**config.mk**
```make
export PLATFORM = sky130hd
export DESIGN_NAME = serial_add_ctrl
export DESIGN_NICKNAME = d
export VERILOG_FILES = /design/src/rtl/serial_add_ctrl.sv
export SDC_FILE = /design/constraint.sdc
export NUM_CORES = 1
export LEC_CHECK = 0
export BUFFER_PORTS_ARGS = -buffer_cell sky130_fd_sc_hd__buf_2
export CORE_AREA = 2 2 75 70
export DETAILED_ROUTE_END_ITERATION = 16
export DIE_AREA = 0 0 77 72
export PLACE_DENSITY = 0.55
export SYNTH_ARGS = -nofsm -noshare
export SYNTH_HDL_FRONTEND = slang
export SYNTH_SLANG_ARGS = --single-unit
```
**constraint.sdc**
```tcl
create_clock -name clk -period 1.8 [get_ports clk]
set_input_delay 0.18 -clock clk [delete_from_list [all_inputs] [get_ports clk]]
set_output_delay 0.18 -clock clk [all_outputs]
set_load 0.01 [all_outputs]
```
**src/rtl/serial_add_ctrl.sv**
```systemverilog
// Bit-serial adder controller: one shared full-adder cell walks two WIDTH-bit operands LSB-first.
// Optional signed-overflow output is enabled by defining SERIAL_ADD_OVF_EN.

module FullAdderCell (
  input  logic i_a,
  input  logic i_b,
  input  logic i_c,
  output logic o_s,
  output logic o_c
);
  assign o_s = i_a ^ i_b ^ i_c;
  assign o_c = (i_a & i_b) | (i_c & (i_a ^ i_b));
endmodule

module serial_add_ctrl #(
  parameter int WIDTH = 8
) (
  input  logic             clk,
  input  logic             rst_n,
  input  logic             start,
  input  logic [WIDTH-1:0] a,
  input  logic [WIDTH-1:0] b,
  input  logic             cin,
  output logic             busy,
  output logic             done,
  output logic [WIDTH-1:0] sum,
  output logic             cout
`ifdef SERIAL_ADD_OVF_EN
  ,
  output logic             ovf
`endif
);

  localparam int CW = $clog2(WIDTH + 1);

  typedef enum logic [1:0] {
    IDLE = 2'd0,
    RUN  = 2'd1,
    DONE = 2'd2
  } state_t;

  state_t           r_state;
  state_t           w_nextState;
  logic [WIDTH-1:0] r_opA;
  logic [WIDTH-1:0] r_opB;
  logic [WIDTH-1:0] r_sum;
  logic             r_carry;
  logic [CW-1:0]    r_cnt;
  logic             w_faSum;
  logic             w_faCarry;
  logic             w_accept;
  logic             w_lastBit;

  FullAdderCell u_fa (
    .i_a(r_opA[0]),
    .i_b(r_opB[0]),
    .i_c(r_carry),
    .o_s(w_faSum),
    .o_c(w_faCarry)
  );

  assign w_accept  = start && ((r_state == IDLE) || (r_state == DONE));
  assign w_lastBit = (r_cnt == CW'(WIDTH - 1));

  always_ff @(posedge clk or negedge rst_n) begin
    if (!rst_n) begin
      r_state <= IDLE;
    end else begin
      r_state <= w_nextState;
    end
  end

  // DONE with start high re-enters RUN directly so back-to-back adds have no bubble.
  always_comb begin
    w_nextState = IDLE;
    case (r_state)
      IDLE:    w_nextState = start ? RUN : IDLE;
      RUN:     w_nextState = w_lastBit ? DONE : RUN;
      DONE:    w_nextState = start ? RUN : IDLE;
      default: w_nextState = IDLE;
    endcase
  end

  always_ff @(posedge clk or negedge rst_n) begin
    if (!rst_n) begin
      r_opA   <= '0;
      r_opB   <= '0;
      r_sum   <= '0;
      r_carry <= 1'b0;
      r_cnt   <= '0;
    end else if (w_accept) begin
      r_opA   <= a;
      r_opB   <= b;
      r_carry <= cin;
      r_cnt   <= '0;
    end else if (r_state == RUN) begin
      r_sum   <= {w_faSum, r_sum[WIDTH-1:1]};
      r_carry <= w_faCarry;
      r_opA   <= r_opA >> 1;
      r_opB   <= r_opB >> 1;
      r_cnt   <= r_cnt + CW'(1);
    end
  end

`ifdef SERIAL_ADD_OVF_EN
  logic r_ovf;

  // On the MSB step the carry flop holds the carry into the MSB.
  always_ff @(posedge clk or negedge rst_n) begin
    if (!rst_n) begin
      r_ovf <= 1'b0;
    end else if ((r_state == RUN) && w_lastBit) begin
      r_ovf <= r_carry ^ w_faCarry;
    end
  end

  assign ovf = r_ovf;
`endif

  assign busy = (r_state == RUN);
  assign done = (r_state == DONE);
  assign sum  = r_sum;
  assign cout = r_carry;

endmodule

```
# Yosys cells after proc, flatten, opt, wreduce, memory -nomap -nowiden
# Index checks and enable logic that the tools add are counted.
[word_totals]
reg_bits = 31
latchBits = 0
ramBits = 0
romBits = 0
inputBits = 20
memories = 0
[op_classes]
addsub = 1
mul = 0
div = 0
n_lt_le_gt_ge = 0
n_eq_ne = 3
shift = 0
n_mux = 11
n_bitwise = 6
n_reduce_logical = 6
[ops]
columns = ["op", "count"]
rows = [
  ["$mux W8", 4],
  ["$mux W4", 2],
  ["$add A4 B1 Y4 const B", 1],
  ["$eq A4 B3 Y1 const B", 1],
  ["$pmux W2 S2", 1],
  ["$mux W1", 3],
  ["$and A1 B1 Y1", 2],
  ["$eq A2 B1 Y1 const B", 1],
  ["$eq A2 B2 Y1 const B", 1],
  ["$logic_not A2 Y1", 1],
  ["$mux W2", 1],
  ["$reduce_and A2 Y1", 1],
  ["$reduce_bool A2 Y1", 1],
  ["$reduce_or A2 Y1", 1],
  ["$xor A1 B1 Y1", 2],
  ["$logic_and A1 B1 Y1", 1],
  ["$logic_or A1 B1 Y1", 1],
  ["$not A1 Y1", 1],
  ["$or A1 B1 Y1", 1],
]

# Logic depth before layout (Yosys ltp)
# Gate-level depths: netlist of run 1.
[logic_depth]
ltp_word = 5
mapped_depth = 6
mapped_depth_nobuf = 4

# Modules after synthesis
# From an unflattened synthesis of run 1, not the netlist that was laid out.
[unflattened]
cells_unflattened = 149
hier_area_um2 = 1371.3
[modules_own_cells]
columns = ["mod", "n_inst", "cells_per_inst", "area_each_um2", "seq_area_each_um2"]
rows = [
  ["serial_add_ctrl", 1, 148, 1351.3, 775.7],
  ["FullAdderCell", 1, 1, 20.0, 0.0],
]

# Least setup slack after synthesis of run 1
# Ideal clock, no wire load.
[synth_path]
kind = "reg-to-reg"
startpoint = "register r_state[1]"
endpoint = "register r_opB[7]"
setup_ps = 121
arrival_ps = 1004
t_required_ps = 1679
slack_ps = 675
path_stages_with_launch = 7
n_path_buf = 2
period_less_slack_ps = 1125
cell_sequence = "dfrtp_1 nand2b_1 buf_6 inv_4 buf_6 nor2_1 a22o_1"
[synth_via]
elab_chain_cells = 4
word_cells_on_any_way = 7
cone_classes = "eq/ne: 2; mux: 1; reduce/logical: 4"
[synth_rtl]
columns = ["item", "line_no", "text"]
rows = [
  ["start: declaration", "42", "state_t r_state;"],
  ["start signal: assignment", "69", "r_state <= w_nextState;"],
  ["$eq A2 B2 Y1 / $logic_not A2 Y1 (equally long branches)", "62", "assign w_accept = start && ((r_state == IDLE) || (r_state == DONE));"],
  ["$logic_or A1 B1 Y1", "62", ""],
  ["$logic_and A1 B1 Y1", "62", ""],
  ["$mux W8 / $reduce_bool A2 Y1 (equally long branches)", "--", ""],
  ["end signal: assignment", "100", "r_opB <= r_opB >> 1;"],
  ["end: declaration", "45", "logic [WIDTH-1:0] r_opB;"],
]
# Parallel ways exist; a longest one is shown, timed or not.
# A chain may end at the register's enable or synchronous reset.

# Worst setup path after layout of run 1
[layout_path]
startpoint = "register r_state[1]"
endpoint = "output port busy"
[layout_via]
elab_chain_cells = 1
[layout_rtl]
columns = ["item", "line_no", "text"]
rows = [
  ["$eq A2 B1 Y1", "120", "assign busy = (r_state == RUN);"],
  ["end: declaration", "24", "output logic busy,"],
]
# No other way between the ends.

==> flow_summary.toml, run 1 <==
[hold_path]
min_path_cells = 2
worst_hold_path_type = "in2reg"

[global_route]
grt_pass1_vias = 1023
overflow = 0
antenna_found_initial = 0
grt_pass1_wl_mm = 4.905
track_usage_pct = 11.32
grt_start_max_net_pins = 32

[clock_tree]
post_cts_resize_count = 0
cts_sinks = 31
cts_tree = "built"
cts_buffer_depth = 2
h-tree-depth = 2
cts_setup_buffers = 0
clkTransAtPathRegs_ns = 0.06
ctsHoldBuffers = 1
insertion_delay_ns = 0.28
clock-root-buffer = "clkbuf_8"
cts_buffers = 5

[logic_synthesis]
synth_top_family_by_area = "simple AND/OR/NAND/NOR gates"
ys_types = 23
yosysWarnings = 0
synth_compound_gate_area_share_pct = 9.066
post-synth-top-area-cell = "dfrtp_1"
synth_top_area_share_pct = 56.78
synth_cells = 147
synth_seq_cells = 31
synthAdderAreaFrac_pct = 2.381
syn_area_per_cell_um2 = 9.295
syn_area_um2 = 1366
yosys.area_share.simple_pct = 23.53
seq_area_frac_synth_pct = 56.78
synth_xor_area_share_pct = 0.6410
synthTopCellsByArea = "dfrtp_1, nand2_1, a31oi_1"
synthMuxAreaShare_pct = 2.564
syn_nets = 169

[setup_path]
cp_num_cells = 3
crit_type = "reg2out"
critPathBufInv = 2
arrival_ns = 1.35
cp-endpoint = "busy"
max_stage_delay_ns = 0.37
timing.reg2reg.setup_slack_ns = 0.51
reg2reg_from = "r_state[0]"
required_ns = 1.62
crit_path_end_kind = "output pin"
cp_top_family = "buffers and inverters"
crit_fanout = 31
slowest_stage = "dfrtp_1"
ff2ff_path_depth = 4
path_cells = "nand2b_1 > inv_4 > buf_2"
r2r_end = "r_cnt[2]"
cp-startpoint = "r_state[1]"
start_kind = "register"

[pwr]
ir_drop_mv = 0.5875
p_seq_share_pct = 42.1
power-per-cell-area_nw_per_um2 = 1764
combPwrFrac_pct = 40.1
power_mw = 2.930
switching_share_pct = 38.97
clock_power_share_pct = 17.8
leakage_nw = 0.8353
p_int_mw = 1.788
netSwitchingPower_mw = 1.142

[timing]
final.setup.tns_ns = 0
tightest_slew_ns = 0.6977
finalHoldViolCount = 0
min_period_ns = 1.525
rsz0062_at_grt = "false"
fin_crit_sh_pct = 84.73
slew_headroom_pct = 53.49
finClkSkew_ns = 0.002546
fmax_mhz = 655.7
drv_slew = 0
final-setup-viol-count = 0

[drt]
vias = 1092
drt-wirelength-per-cell_um = 11.80
first_pass_iters = 4
wirelength_mm = 2.890
drc = 0
drtIter0Drc = 39
antenna_left = 0
via_per_inst = 4.457

[final_layout]
drive_gt1_share_pct = 22.78
final_nets = 201
area_growth_pct = 21.61
num_antenna_cells = 0

[placed_design]
io_buffers = 30
gp_congestion = 0.7141
post-dp-hpwl_mm = 1.890

[die]
die-area_um2 = 5544
row_count = 24
dieWidth_um = 77
die_h_um = 72
core_um2 = 4745
ios = 31
initial_core_util_pct = 28.80

[job]
maxCapViolCount = 0

[status]
outcome = "completed"
-- through the flow --
stage                     instance area [um2]  utilization (%)  std cells  worst slack (ns)  hold WS [ns]
final                                    1662            35.02        245            0.2748        0.1291
after global routing                     1662            35.02        245            0.2065        0.1350
after CTS                                1662            35.02        245            0.2736        0.1292
after detailed placement                 1570            33.10        236            0.5143        0.2686
after global placement                   1570            33.10        236            0.5477        0.2713
after floorplan                          1366                -        147            0.6746       -0.1156
-- sequential cells by signal (all words and copies together) (netlist names) --
signal / flops
r_state: 2
r_cnt: 4
cout: 1
r_opA: 8
sum: 8
r_opB: 8
-- cell type report --
| class | instances | area (um2) |
|---|---|---|
| tap | 65 | 81.33 |
| fill | 533 | 3083 |
| sequential | 31 | 775.7 |
| clock inverter | 1 | 5.005 |
| clock buffer | 7 | 76.32 |
| timing repair buffer | 34 | 195.2 |
| inverter | 1 | 6.256 |
| multi-input combinational | 106 | 521.8 |
-- power groups by stage --
stage          clock [mW]  sequential [mW]  combinational (mW)
2_1_floorplan           0             1.25               0.890
3_3_place_gp            0             1.24                1.16
3_5_place_dp            0             1.25                1.18
4_1_cts             0.540             1.24                1.19
5_1_grt             0.581             1.28                1.36
6_report            0.523             1.23                1.17
-- placed cells by master (no fill, tap or decap), drive strengths merged, types with 2 or more instances in the layout --
cell,netlist,final
nand2,58,58
buf,8,33
dfrtp,31,31
nor2,15,15
a31oi,13,13
clkbuf,1,7
nand2b,2,2
a22o,2,2
mux2i,2,2
a22oi,2,2
nand3,2,2
-- Yosys cell counts --
cell type / n
a21oi_1: 1
a22o_1: 2
a22oi_1: 2
a31oi_1: 13
and2b_1: 1
buf_2: 5
buf_6: 3
clkbuf_1: 1
dfrtp_1: 31
fa_1: 1
ha_1: 1
inv_4: 1
mux2_4: 1
mux2i_1: 2
nand2_1: 58
nand2b_1: 2
nand3_1: 2
nand4_1: 1
nor2_1: 15
nor2b_1: 1
nor3_1: 1
o21ai_0: 1
xnor2_1: 1
-- worst min path at each step --
stage,slack [ns],start,endpoint
after CTS,0.13,b[7],r_opB[7]
after global placement,0.27,rst_n,r_opA[5]
after detailed placement,0.27,rst_n,r_opA[4]
after floorplan,-0.12,rst_n,cout
after global routing,0.14,b[7],r_opB[7]
final,0.13,b[7],r_opB[7]
-- logic make-up after synthesis --
kind of cell | after synthesis
mux | 3
xor+xnor | 1
compound gates | 19
buf+inv | 10
fa+ha+maj | 2
simple gates | 81
flops | 31
-- per-layer routing --
layer	share of wire [%]	vias up	global-route usage, %
li1	-	545	-
met1	48	507	15.34
met2	44	35	16.86
met3	6.7	5	3.607
met4	1.2	0	4.762
met5	0	-	0
(Power assumes the default switching activity.)
==> inputs of run 2 (changes only) <==
PLACE_DENSITY = 0.57   (was 0.55)
clock period = 1.2 ns   (was 1.8 ns; I/O delays follow)
==> flow_summary.toml, run 2 (same netlist as run 1, synthesis figures left out) <==
[status]
outcome = "completed"

[pwr]
power_mw = 4.852
ir_drop_mv = 0.7659
leakage_nw = 0.8971
power-per-cell-area_nw_per_um2 = 2714

[clock_tree]
cts_buffers = 5
cts_sinks = 31
clock-root-buffer = "clkbuf_8"
insertion_delay_ns = 0.28
cts_tree = "built"
cts_buffer_depth = 2
h-tree-depth = 2
clkTransAtPathRegs_ns = 0.06

[drt]
via_per_inst = 4.299
drt-wirelength-per-cell_um = 11.41
first_pass_iters = 4
vias = 1092
drtIter0Drc = 41
antenna_left = 0
wirelength_mm = 2.898
drc = 0

[timing]
slew_headroom_pct = 66.81
final-setup-viol-count = 0
tightest_slew_ns = 0.4979
fin_ws_ns = 0.02393
drv_slew = 0
hold_slack_ns = 0.06993
finClkSkew_ns = 0.007163
min_period_ns = 1.176
rsz0062_at_grt = "true"
fin_crit_sh_pct = 98.01
final.setup.tns_ns = 0
finalHoldViolCount = 0
fmax_mhz = 850.3

[placed_design]
gp_congestion = 0.6996
place_ws_ns = -0.04582
io_buffers = 30
dp_cells = 242
post-dp-hpwl_mm = 1.973

[setup_path]
required_ns = 1.08
ff2ff_path_depth = 3
cp_common_cell = "buf_6"
max_stage_delay_ns = 0.42
slowest_stage = "dfrtp_1"
crit_type = "reg2out"
cp-startpoint = "r_state[0]"
path_cells = "nand2b_4 > inv_4 > buf_6 > buf_6"
arrival_ns = 1.06
reg2reg_from = "r_state[0]"
crit_path_end_kind = "output pin"
crit_fanout = 4
r2r_end = "r_cnt[2]"
start_kind = "register"
timing.reg2reg.setup_slack_ns = 0.02

[hold_path]
min_path_cells = 2
hold_path_startpoint = "b[7]"
min_to = "r_opB[7]"
worst_hold_path_type = "in2reg"

[job]
maxCapViolCount = 0

[die]
initial_core_util_pct = 28.80
row_count = 24
dieWidth_um = 77
ios = 31
die_h_um = 72
die-area_um2 = 5544
core_um2 = 4745

[final_layout]
regArea_um2 = 775.7
final_cell_mix = "nand2_1, dfrtp_1, buf_2"
final_common_cell = "nand2_1"
final_nets = 210
fin_cells = 254
area_growth_pct = 30.86
fill_cells = 516
multi_input_area_um2 = 540.5
drive_gt1_share_pct = 29.63
num_antenna_cells = 0

[global_route]
track_usage_pct = 11.62
grt_pass1_vias = 1039
grt_start_max_net_pins = 32
overflow = 0
grt_pass1_wl_mm = 5.002
antenna_found_initial = 0
-- run 2: metal layers --
layer | wire length, um | track usage (%)
met4 | 36 | 4.762
met2 | 1206 | 15.89
met1 | 1497 | 16.81
met3 | 158 | 3.980
met5 | 0 | 0
-- run 2: worst max-delay path by stage --
stage | cells past startpoint | slack (ns) | endpoint
2_1_floorplan | 6 | 0.07 | r_opB[7]
3_3_place_gp | 4 | 0.01 | r_opA[4]
3_5_place_dp | 4 | -0.05 | r_opB[3]
4_1_cts | 6 | -0.008 | r_opB[0]
5_1_grt | 6 | -0.04 | r_opB[3]
6_report | 4 | 0.02 | busy
-- run 2: layout make-up --
type	instances	area share (%)
tap	65	4.549
clock buffer	8	5.598
inverter	1	0.3499
timing repair buffer	43	15.89
sequential	31	43.39
multi-input combinational	106	30.23
-- run 2: stage by stage --
| step | cell area, um2 | util, % |
|---|---|---|
| floorplan | 1366 | - |
| global placement | 1615 | 34.05 |
| detailed placement | 1615 | 34.05 |
| CTS | 1769 | 37.29 |
| global route | 1788 | 37.68 |
| finish | 1788 | 37.68 |
-- run 2: worst max-delay path: cells and delay by family, from the launching register on --
| family | cells | cell delay [ns] |
|---|---|---|
| flops | 1 | 0.42 |
| buf+inv | 3 | 0.26 |
| simple gates | 1 | 0.11 |
-- run 2: what timing repair did --
item                                    CTS  global route
endpoints found under the setup margin   16            19
gates resized for setup                   5             6
hold buffers                              1             0
pin swaps                                 1             5
buffers inserted                          3             0
hold endpoints to repair                 20             0
-- run 2: power breakdown --
group	switching [mW]	internal [mW]	total, mW	leakage [nW]
clock	0.381	0.523	0.905	0.0515
combinational	1.07	1.00	2.08	0.461
sequential	0.331	1.54	1.87	0.385
total	1.78	3.07	4.85	0.897
==> inputs of run 3 (changes only) <==
MAX_ROUTING_LAYER = met4   (was not set)
RECOVER_POWER = 100   (was not set)
==> flow_summary.toml, run 3 (same netlist as run 1, synthesis figures left out) <==
[drt]
via_per_inst = 4.335
wirelength_mm = 2.930
antenna_left = 0
drt-wirelength-per-cell_um = 11.54
first_pass_iters = 4
drtIter0Drc = 45
vias = 1101
drc = 0

[global_route]
grt_start_max_net_pins = 32
grt_pass1_vias = 1038
met3_usage_pct = 3.483
antenna_found_initial = 0
gr-max-usage-layer = "met1"
met1_usage_pct = 17.05
track_usage_pct = 11.95
overflow = 0
grt_pass1_wl_mm = 4.995
grt_use_met2_pct = 15.89

[setup_path]
crit_path_end_kind = "output pin"
crit_type = "reg2out"
crit_fanout = 4
start_kind = "register"
arrival_ns = 1.06
cp-startpoint = "r_state[0]"
reg2reg_from = "r_state[0]"
required_ns = 1.08

[clock_tree]
cts_buffers = 5
h-tree-depth = 2
cts_tree = "built"
cts_sinks = 31
insertion_delay_ns = 0.28
clock-root-buffer = "clkbuf_8"
clkTransAtPathRegs_ns = 0.06
cts_buffer_depth = 2

[pwr]
leakage_nw = 0.8624
ir_drop_mv = 0.7663
power-per-cell-area_nw_per_um2 = 2718
power_mw = 4.805

[die]
ios = 31
initial_core_util_pct = 28.80
die-area_um2 = 5544
core_um2 = 4745
die_h_um = 72
row_count = 24
dieWidth_um = 77

[job]
maxCapViolCount = 0

[placed_design]
io_buffers = 30
post-dp-hpwl_mm = 1.973
gp_congestion = 0.7073

[timing]
tightest_slew_ns = 0.5498
finClkSkew_ns = 0.005970
final-setup-viol-count = 0
slew_headroom_pct = 63.35
final.setup.tns_ns = 0
fin_crit_sh_pct = 97.97
rsz0062_at_grt = "true"
fmax_mhz = 850.6
finalHoldViolCount = 0
min_period_ns = 1.176
drv_slew = 0
hold_slack_ns = 0.06884

[final_layout]
num_antenna_cells = 0
fill_cells = 520
final_core_util_pct = 37.26
area_growth_pct = 29.40
final_nets = 210
final_cell_mix = "nand2_1, dfrtp_1, buf_2"
final_common_cell = "nand2_1"
drive_gt1_share_pct = 24.34

[status]
outcome = "completed"

[hold_path]
hold_path_startpoint = "b[7]"
worst_hold_path_type = "in2reg"
## run 3: cell count changes in the layout (fill, tap and decap cells not counted), sizes merged
cell,before,now
buf,42,29
clkbuf,8,21
## run 3: cell type report
| class | instances | area (um2) | area share, % |
|---|---|---|---|
| inverters | 1 | 6.256 | 0.3539 |
| multi-input cells | 106 | 540.5 | 30.57 |
| repair buffers | 43 | 264.0 | 14.93 |
| well taps | 65 | 81.33 | 4.600 |
| clock buffers | 8 | 100.1 | 5.662 |
| flip-flops and latches | 31 | 775.7 | 43.88 |
## run 3: worst max-delay path, stage by stage (launching register included)
cell and delay, ns:
dfrtp_1 0.42, nand2b_4 0.11, inv_4 0.04, buf_6 0.11, buf_6 0.11
## run 3: routing by layer
layer / vias up / part of all wire [%]
li1: 560 / -
met1: 509 / 51
met2: 27 / 43
met3: 5 / 4.9
met4: 0 / 1.3
met5: - / 0
## run 3: where the power goes
part	internal, mW	leakage, nW	switching (mW)
Clock	0.523	0.0515	0.381
Sequential	1.54	0.385	0.337
Combinational	0.953	0.426	1.07
Total	3.02	0.862	1.79
## run 3: final timing paths
| path | end | slack, ns | depth (start not counted) |
|---|---|---|---|
| min in group asynchronous | r_opA[4] | 0.36 | 2 |
| max in group asynchronous | cout | 0.21 | 3 |
| min reg2reg | r_state[1] | 0.49 | 1 |
| min | r_opB[7] | 0.07 | 2 |
| max reg2reg | r_cnt[2] | 0.02 | 3 |
| max | busy | 0.02 | 4 |
## run 3: metrics by stage
| stage | setup WS (ns) | area [um2] | instances |
|---|---|---|---|
| 2_1_floorplan | 0.07456 | 1366 | 147 |
| 3_3_place_gp | 0.01436 | 1615 | 242 |
| 3_5_place_dp | -0.04582 | 1615 | 242 |
| 4_1_cts | -0.007863 | 1769 | 254 |
| 5_1_grt | -0.04061 | 1768 | 254 |
| 6_report | 0.02436 | 1768 | 254 |
## run 3: repair_timing
| action | 4_1_cts | 5_1_grt |
|---|---|---|
| endpoints found under the setup margin | 16 | 19 |
| buffers inserted | 3 | 0 |
| resized for setup | 5 | 6 |
| endpoints found under the hold margin | 20 | 0 |
| hold buffers | 1 | 0 |
| pin swaps | 1 | 5 |
